## config.mk

```make
export PLATFORM = sky130hd
export DESIGN_NAME = idecoder_stage
export DESIGN_NICKNAME = d
export VERILOG_FILES = /design/src/rtl/idecoder_stage.sv
export SDC_FILE = /design/constraint.sdc
export NUM_CORES = 1
export LEC_CHECK = 0
export ABC_AREA = 1
export ABC_CLOCK_PERIOD_IN_PS = 8300
export BUFFER_PORTS_ARGS = -buffer_cell sky130_fd_sc_hd__clkbuf_2
export CAP_MARGIN = 20
export CELL_PAD_IN_SITES_DETAIL_PLACEMENT = 2
export CELL_PAD_IN_SITES_GLOBAL_PLACEMENT = 2
export CORE_MARGIN = 8
export CORE_UTILIZATION = 41
export CTS_CLUSTER_DIAMETER = 100
export DETAILED_ROUTE_END_ITERATION = 12
export PLACE_DENSITY = 0.81
export SLEW_MARGIN = 20
export SYNTH_ARGS = -nofsm -noshare
export SYNTH_HDL_FRONTEND = slang
export SYNTH_SLANG_ARGS = --single-unit
export TNS_END_PERCENT = 30
```

## constraint.sdc

```tcl
create_clock -name clk -period 8.3 [get_ports clk]
set_clock_uncertainty 0.2 [all_clocks]
set_input_delay 0.415 -clock clk [delete_from_list [all_inputs] [get_ports clk]]
set_output_delay 0.415 -clock clk [all_outputs]
set_load 0.02 [all_outputs]
```

## src/rtl/idecoder_stage.sv

```systemverilog
// idecoder_fifo: generic DEPTH-entry circular buffer, head readable combinationally.
// Latency: a word pushed at edge e is visible at the head after edge e.
// Backpressure: the caller must not push when full or pop when empty; flush empties it.
module idecoder_fifo #(
  parameter int WIDTH = 64,
  parameter int DEPTH = 4
) (
  input  logic                   clk,
  input  logic                   rst,
  input  logic                   flush,
  input  logic                   push,
  input  logic [WIDTH-1:0]       wdata,
  input  logic                   pop,
  output logic [WIDTH-1:0]       rdata,
  output logic [$clog2(DEPTH):0] count
);
  localparam int AW = $clog2(DEPTH);

  logic [WIDTH-1:0] mem [DEPTH];
  logic [AW-1:0]    wr_ptr;
  logic [AW-1:0]    rd_ptr;

  assign rdata = mem[rd_ptr];

  // Storage write; a flushed push never lands
  always_ff @(posedge clk) begin
    if (push && !flush) mem[wr_ptr] <= wdata;
  end

  // Pointers wrap naturally (DEPTH is a power of two); flush beats push/pop
  always_ff @(posedge clk or posedge rst) begin
    if (rst) begin
      wr_ptr <= '0;
      rd_ptr <= '0;
      count  <= '0;
    end else if (flush) begin
      wr_ptr <= '0;
      rd_ptr <= '0;
      count  <= '0;
    end else begin
      if (push) wr_ptr <= wr_ptr + 1'b1;
      if (pop)  rd_ptr <= rd_ptr + 1'b1;
      case ({push, pop})
        2'b10:   count <= count + 1'b1;
        2'b01:   count <= count - 1'b1;
        default: count <= count;
      endcase
    end
  end
endmodule

// idecoder_stage: FIFO-buffered ARM32 decode with a registered valid/ready output bundle.
// Latency: push at edge e into an empty stage gives out_valid after edge e+1.
// Backpressure: in_ready = (count < DEPTH) only; output holds while out_valid & !out_ready.
module idecoder_stage #(
  parameter int DEPTH        = 4,
  parameter int BRANCH_SHIFT = 0
) (
  input  logic                   clk,
  input  logic                   rst,
  input  logic                   flush,
  input  logic                   in_valid,
  output logic                   in_ready,
  input  logic [31:0]            in_instr,
  input  logic [31:0]            in_pc,
  output logic                   out_valid,
  input  logic                   out_ready,
  output logic [6:0]             out_opcode,
  output logic [3:0]             out_cond,
  output logic [3:0]             out_rn,
  output logic [3:0]             out_rd,
  output logic [3:0]             out_rs,
  output logic [3:0]             out_rm,
  output logic [1:0]             out_shift_op,
  output logic [4:0]             out_imm5,
  output logic [11:0]            out_imm12,
  output logic [31:0]            out_imm_branch,
  output logic                   out_en_status,
  output logic                   out_P,
  output logic                   out_U,
  output logic                   out_W,
  output logic [31:0]            out_pc,
  output logic                   out_illegal,
  output logic [$clog2(DEPTH):0] count
);
  localparam int CW = $clog2(DEPTH) + 1;
  localparam logic [CW-1:0] FULL_CNT = CW'(DEPTH);

  typedef struct packed {
    logic [31:0] instr;
    logic [31:0] pc;
  } fetch_t;

  typedef struct packed {
    logic [6:0]  opcode;
    logic        illegal;
    logic [3:0]  cond;
    logic [3:0]  rn;
    logic [3:0]  rd;
    logic [3:0]  rs;
    logic [3:0]  rm;
    logic [1:0]  shift_op;
    logic [4:0]  imm5;
    logic [11:0] imm12;
    logic [31:0] imm_branch;
    logic        en_status;
    logic        p;
    logic        u;
    logic        w;
    logic [31:0] pc;
  } dec_t;

  localparam int FW = $bits(fetch_t);

  fetch_t          in_word;
  fetch_t          head;
  logic [FW-1:0]   fifo_rdata;
  logic            push;
  logic            pop;
  logic [31:0]     ins;
  logic [1:0]      form;
  logic [3:0]      ls_hi;
  logic [6:0]      opc;
  logic            ill;
  logic [31:0]     br_sext;
  logic [31:0]     br_off;
  dec_t            dec_d;
  dec_t            dec_q;

  assign in_word  = '{instr: in_instr, pc: in_pc};
  assign in_ready = (count != FULL_CNT);
  assign push     = in_valid && in_ready;
  assign pop      = (count != '0) && (!out_valid || out_ready);

  idecoder_fifo #(.WIDTH(FW), .DEPTH(DEPTH)) u_fifo (
    .clk   (clk),
    .rst   (rst),
    .flush (flush),
    .push  (push),
    .wdata (in_word),
    .pop   (pop),
    .rdata (fifo_rdata),
    .count (count)
  );

  assign head = fetch_t'(fifo_rdata);
  assign ins  = head.instr;

  // Data-processing operand form: immediate / register / register-shifted
  assign form    = ins[25] ? 2'b00 : (ins[4] ? 2'b11 : 2'b01);
  assign br_sext = {{8{ins[23]}}, ins[23:0]};
  assign br_off  = br_sext << BRANCH_SHIFT;

  // Opcode classification of the FIFO head; unknown encodings become a flagged NOP
  always_comb begin
    opc   = 7'b0100000;
    ill   = 1'b0;
    ls_hi = 4'b0000;
    unique case (ins[27:26])
      2'b00: begin
        if (ins[27:21] == 7'b0011001) begin
          opc = 7'b0100000;
        end else if (ins[27:21] == 7'b0001000) begin
          opc = 7'b0101010;
        end else if (ins[27:21] == 7'b0001001) begin
          opc = ins[5] ? 7'b1001011 : 7'b1001001;
        end else begin
          unique case (ins[24:21])
            4'b0100: opc = {1'b0, form, 4'b1000};
            4'b0010: opc = {1'b0, form, 4'b1001};
            4'b1010: opc = {1'b0, form, 4'b1010};
            4'b0000: opc = {1'b0, form, 4'b1011};
            4'b1100: opc = {1'b0, form, 4'b1100};
            4'b0001: opc = {1'b0, form, 4'b1101};
            4'b1101: opc = {1'b0, form, 4'b0000};
            default: ill = 1'b1;
          endcase
        end
      end
      2'b01: begin
        if (ins[20]) begin
          ls_hi = ins[25] ? 4'b1101 : ((ins[19:16] == 4'hF) ? 4'b1000 : 4'b1100);
        end else begin
          ls_hi = ins[25] ? 4'b1111 : 4'b1110;
        end
        opc = {ls_hi, ins[24], ins[23], ins[21]};
      end
      2'b10: begin
        if (ins[25]) opc = ins[24] ? 7'b1001010 : 7'b1001000;
        else         ill = 1'b1;
      end
      default: ill = 1'b1;
    endcase
  end

  assign dec_d = '{
    opcode:     opc,
    illegal:    ill,
    cond:       ins[31:28],
    rn:         ins[19:16],
    rd:         ins[15:12],
    rs:         ins[11:8],
    rm:         ins[3:0],
    shift_op:   ins[6:5],
    imm5:       ins[11:7],
    imm12:      ins[11:0],
    imm_branch: br_off,
    en_status:  ins[20],
    p:          ins[24],
    u:          ins[23],
    w:          ins[21],
    pc:         head.pc
  };

  // Output register: loads on pop, empties on consume, data held otherwise
  always_ff @(posedge clk or posedge rst) begin
    if (rst) begin
      out_valid <= 1'b0;
      dec_q     <= '0;
    end else if (flush) begin
      out_valid <= 1'b0;
    end else if (pop) begin
      out_valid <= 1'b1;
      dec_q     <= dec_d;
    end else if (out_ready) begin
      out_valid <= 1'b0;
    end
  end

  assign out_opcode     = dec_q.opcode;
  assign out_illegal    = dec_q.illegal;
  assign out_cond       = dec_q.cond;
  assign out_rn         = dec_q.rn;
  assign out_rd         = dec_q.rd;
  assign out_rs         = dec_q.rs;
  assign out_rm         = dec_q.rm;
  assign out_shift_op   = dec_q.shift_op;
  assign out_imm5       = dec_q.imm5;
  assign out_imm12      = dec_q.imm12;
  assign out_imm_branch = dec_q.imm_branch;
  assign out_en_status  = dec_q.en_status;
  assign out_P          = dec_q.p;
  assign out_U          = dec_q.u;
  assign out_W          = dec_q.w;
  assign out_pc         = dec_q.pc;
endmodule

```

==> report_table.html <==
<table>
<tr><th>Metric</th><th>Value</th></tr>
<tr><th colspan="2">Status</th></tr>
<tr><td>Run status</td><td>completed</td></tr>
<tr><th colspan="2">Timing</th></tr>
<tr><td>Maximum clock frequency</td><td>281 MHz</td></tr>
<tr><td>Final count of negative-setup-slack endpoints</td><td>0</td></tr>
<tr><td>Shortest clock period the worst path allows after layout</td><td>3.56 ns</td></tr>
<tr><td>Final worst-path setup slack</td><td>4.74 ns</td></tr>
<tr><td>Total negative slack for setup checks</td><td>0 ns</td></tr>
<tr><td>Worst slack on hold paths</td><td>0.0890 ns</td></tr>
<tr><td>Worst Tran Pin Value</td><td>1.06 ns</td></tr>
<tr><td>Post-route clock period utilization</td><td>42.9%</td></tr>
<tr><td>Final hold violation count</td><td>0</td></tr>
<tr><td>Slew headroom</td><td>29.5%</td></tr>
<tr><td>RSZ-0062 raised after global routing</td><td>no</td></tr>
<tr><td>Max-slew violations</td><td>0</td></tr>
<tr><th colspan="2">Routing</th></tr>
<tr><td>Starting DRC count in detailed routing</td><td>544</td></tr>
<tr><td>Drt wl/cell</td><td>24.2 µm</td></tr>
<tr><td>Via count</td><td>9475</td></tr>
<tr><td>Residual DRC count</td><td>0</td></tr>
<tr><td>Drt first pass iters</td><td>4</td></tr>
<tr><td>Number of routed nets with antenna violations</td><td>0</td></tr>
<tr><td>Aggregate routed wire length</td><td>42.7 mm</td></tr>
<tr><td>Per-cell via count in the routed design</td><td>5.37</td></tr>
<tr><th colspan="2">GRT</th></tr>
<tr><td>Grt ovf</td><td>0</td></tr>
<tr><td>Largest net degree at the start of global routing</td><td>92</td></tr>
<tr><td>Initial antenna violation count</td><td>3</td></tr>
<tr><td>Vias in the first global route</td><td>11059</td></tr>
<tr><td>Combined global-route utilization of all metal layers</td><td>22.0%</td></tr>
<tr><td>Global-route wire length before repair</td><td>65.9 mm</td></tr>
<tr><th colspan="2">Final layout</th></tr>
<tr><td>Share of final-layout standard cells stronger than drive strength 1</td><td>20.7%</td></tr>
<tr><td>Post-layout net count</td><td>1401</td></tr>
<tr><td>Fill cell count</td><td>3231</td></tr>
<tr><td>Register Area</td><td>9620 µm²</td></tr>
<tr><td>Area used by multi-input combinational logic</td><td>2980 µm²</td></tr>
<tr><td>Layout-stage area growth over the synthesis result</td><td>21.6%</td></tr>
<tr><th colspan="2">Die</th></tr>
<tr><td>Count of pins on the block boundary</td><td>189</td></tr>
<tr><td>Die boundary width</td><td>196 µm</td></tr>
<tr><td>Effective utilization at floorplan</td><td>41.2%</td></tr>
<tr><td>Placeable core region</td><td>32200 µm²</td></tr>
<tr><td>Height of the chip</td><td>196 µm</td></tr>
<tr><td>Die area</td><td>38300 µm²</td></tr>
<tr><td>Std-Cell Rows</td><td>66</td></tr>
<tr><th colspan="2">Setup path</th></tr>
<tr><td>Kind of critical path</td><td>reg -&gt; reg</td></tr>
<tr><td>Arrival @ worst endpoint</td><td>3.78 ns</td></tr>
<tr><td>Worst EP required</td><td>8.52 ns</td></tr>
<tr><td>Category of the worst setup path capture point</td><td>flop</td></tr>
<tr><td>Setup crit start kind</td><td>flop</td></tr>
<tr><td>Maximum fanout along the worst path</td><td>89</td></tr>
<tr><th colspan="2">Yosys</th></tr>
<tr><td>Post-synth top area cell</td><td>edfxtp_1</td></tr>
<tr><td>Net Count, Synth</td><td>1200</td></tr>
<tr><td>Top cell types by occurrence after synthesis</td><td>nand2_1, edfxtp_1, nor2_1, o21ai_0, dfrtp_1</td></tr>
<tr><td>XOR/XNOR share of the synthesized area</td><td>0.132%</td></tr>
<tr><td>Post-synthesis compound-gate area fraction</td><td>7.49%</td></tr>
<tr><td>Top FF cell, synth</td><td>edfxtp_1</td></tr>
<tr><td>Synth Warn #</td><td>0</td></tr>
<tr><td>Sequential cell area fraction in the yosys report</td><td>72.5%</td></tr>
<tr><td>Count of flip-flops with a built-in enable after synthesis</td><td>256</td></tr>
<tr><td>Cells taking the most area after synthesis</td><td>edfxtp_1, dfrtp_1, nand2_1</td></tr>
<tr><td>Cell count after synthesis</td><td>1126</td></tr>
<tr><td>Synth Cell Area</td><td>13300 µm²</td></tr>
<tr><td>Adder-cell share of the synthesized area</td><td>0.529%</td></tr>
<tr><td>Async set or reset register ratio after synthesis</td><td>23.1%</td></tr>
<tr><td>Dominant combinational cell family by area after synthesis</td><td>simple AND/OR/NAND/NOR gates</td></tr>
<tr><td>Number of storage elements in the synthesis netlist</td><td>333</td></tr>
<tr><td>Most instantiated library cell after synthesis</td><td>nand2_1</td></tr>
<tr><td>Distinct cells, synth</td><td>27</td></tr>
<tr><td>Synthesized-area fraction occupied by and/or/nand/nor cells</td><td>14.0%</td></tr>
<tr><td>Mean area per synthesized cell</td><td>11.8 µm²</td></tr>
<tr><td>Multiplexer fraction of the synthesized cell area</td><td>0%</td></tr>
<tr><td>Post-synth top area share</td><td>58.0%</td></tr>
<tr><th colspan="2">Clock tree</th></tr>
<tr><td>Clock buffer count from CTS</td><td>37</td></tr>
<tr><td>Max Root-Sink Buffers</td><td>3</td></tr>
<tr><td>Sinks on Clock Net</td><td>333</td></tr>
<tr><td>Clock tree from TritonCTS</td><td>done</td></tr>
<tr><td>Depth of the CTS H-tree</td><td>2</td></tr>
<tr><td>Buffer cell driving the clock tree root</td><td>clkbuf_16</td></tr>
<tr><td>CTS resizes</td><td>0</td></tr>
<tr><td>Clock Latency Late Sink</td><td>0.52 ns</td></tr>
<tr><td>Clock transition at the registers of the reported paths</td><td>0.06 ns</td></tr>
<tr><td>Count of buffers added by post-CTS timing repair for setup</td><td>0</td></tr>
<tr><th colspan="2">Worst hold path</th></tr>
<tr><td>Worst min-delay path category</td><td>in -&gt; reg</td></tr>
<tr><th colspan="2">Power and ir drop</th></tr>
<tr><td>VDD IR max</td><td>0.000170 V</td></tr>
<tr><td>Areal power density over the cells</td><td>369 nW/µm²</td></tr>
<tr><td>Leakage power</td><td>6.57 nW</td></tr>
<tr><th colspan="2">Placed design</th></tr>
<tr><td>DP Worst Slack</td><td>4.84 ns</td></tr>
<tr><td>Port Buf Inserts</td><td>188</td></tr>
<tr><td>Detailed-placement wirelength estimate</td><td>24.3 mm</td></tr>
<tr><td>Routability-driven placement congestion ratio</td><td>0.771</td></tr>
<tr><th colspan="2">Job</th></tr>
<tr><td>Number of maximum-capacitance violations</td><td>0</td></tr>
</table>
[kinds of logic (layout without fill, tap and decap cells)]
kind of cell,Yosys count,count (layout)
buffers and inverters,128,358
other,0,2
flip-flops,333,333
XOR/XNOR,2,2
AO/OA/AOI/OAI,185,185
AND/OR/NAND/NOR,473,473
adder cells (fa/ha/maj),5,5
[state kept, by name, summed over array words and instances, names as in the netlist, 3 cells and up]
register / flops
out_rs: 3
out_rd: 3
out_imm12: 3
out_imm_branch: 7
out_rn: 3
out_opcode: 7
u_fifo.count: 3
out_cond: 4
out_rm: 3
u_fifo.mem: 256
out_pc: 32
[worst max-delay path, cell delays in order, from the launching register on]
cell and delay [ns]:
dfrtp_4 0.68, inv_4 0.40, buf_4 0.80, nand2_1 0.21, nand3_1 0.19, nand2_1 0.18
inv_2 0.12, nand2_1 0.15, a21oi_1 0.22, a21oi_1 0.07, o21ai_1 0.12
[final cells by class]
class	count	area share (%)
sequential	333	59.7
multi-input combinational	665	18.5
timing repair buffer	264	10.4
clock buffer	51	6.64
tap	408	3.17
clock inverter	17	1.02
inverter	26	0.636
antenna	2	0.0310
[repair_timing]
| item | in CTS | in global routing |
|---|---|---|
| endpoints found under the setup margin | 0 | 0 |
| hold endpoints to repair | 282 | 0 |
| hold buffers | 65 | 0 |
[power breakdown]
| part | internal, W | switching (W) |
|---|---|---|
| combinational | 0.000556 | 0.00148 |
| sequential | 0.00205 | 0.000199 |
| clock | 0.000999 | 0.000681 |
[per-layer routing]
| layer | GRT usage [%] | vias up | wire length [µm] |
|---|---|---|---|
| met4 | 8.65 | 2 | 1620 |
| met1 | 24.7 | 4877 | 16500 |
| met2 | 41.2 | 243 | 22900 |
| li1 | - | 4244 | - |
| met5 | 0 | - | 13 |
| met3 | 3.58 | 109 | 1640 |
[final timing paths]
check,endpoint,depth (start not counted),from,slack (ns)
max in group asynchronous,u_fifo.rd_ptr[0]$_DFFE_PP0P_,4,rst,6.48
max,out_opcode[4]$_DFFE_PP0P_,10,u_fifo.rd_ptr[0]$_DFFE_PP0P_,4.74
max reg2reg,out_opcode[4]$_DFFE_PP0P_,10,u_fifo.rd_ptr[0]$_DFFE_PP0P_,4.74
min in group asynchronous,out_pc[4]$_DFFE_PP0P_,3,rst,0.25
min reg2reg,out_pc[31]$_DFFE_PP0P_,2,out_pc[31]$_DFFE_PP0P_,0.28
min,u_fifo.wr_ptr[0]$_DFFE_PP0P_,4,flush,0.09
[layout by cell type (no fill, tap or decap), drive strengths merged]
cell and instances:
a21boi 1, a21oi 7, buf 11, bufinv 3, clkbuf 239, clkinv 13
clkinvlp 1, dfrtp 77, diode 2, dlygate4sd3 65, edfxtp 256, fa 1
ha 4, inv 26, nand2 297, nand3 37, nor2 135, nor3 2
o21ai 125, o22ai 52, or2 2, xnor2 1, xor2 1
[per-stage QoR]
step / power, W / std cells / util (%) / cell area [µm²]
after global placement: 0.00411 / 1631 / 44.2 / 14200
after global routing: 0.00627 / 1766 / 50.1 / 16100
after detailed placement: 0.00424 / 1631 / 44.2 / 14200
after CTS: 0.00598 / 1764 / 50.0 / 16100
final: 0.00596 / 1766 / 50.1 / 16100
after floorplan: 0.00364 / 1126 / - / 13300
Power figures use the tool's default switching activity.
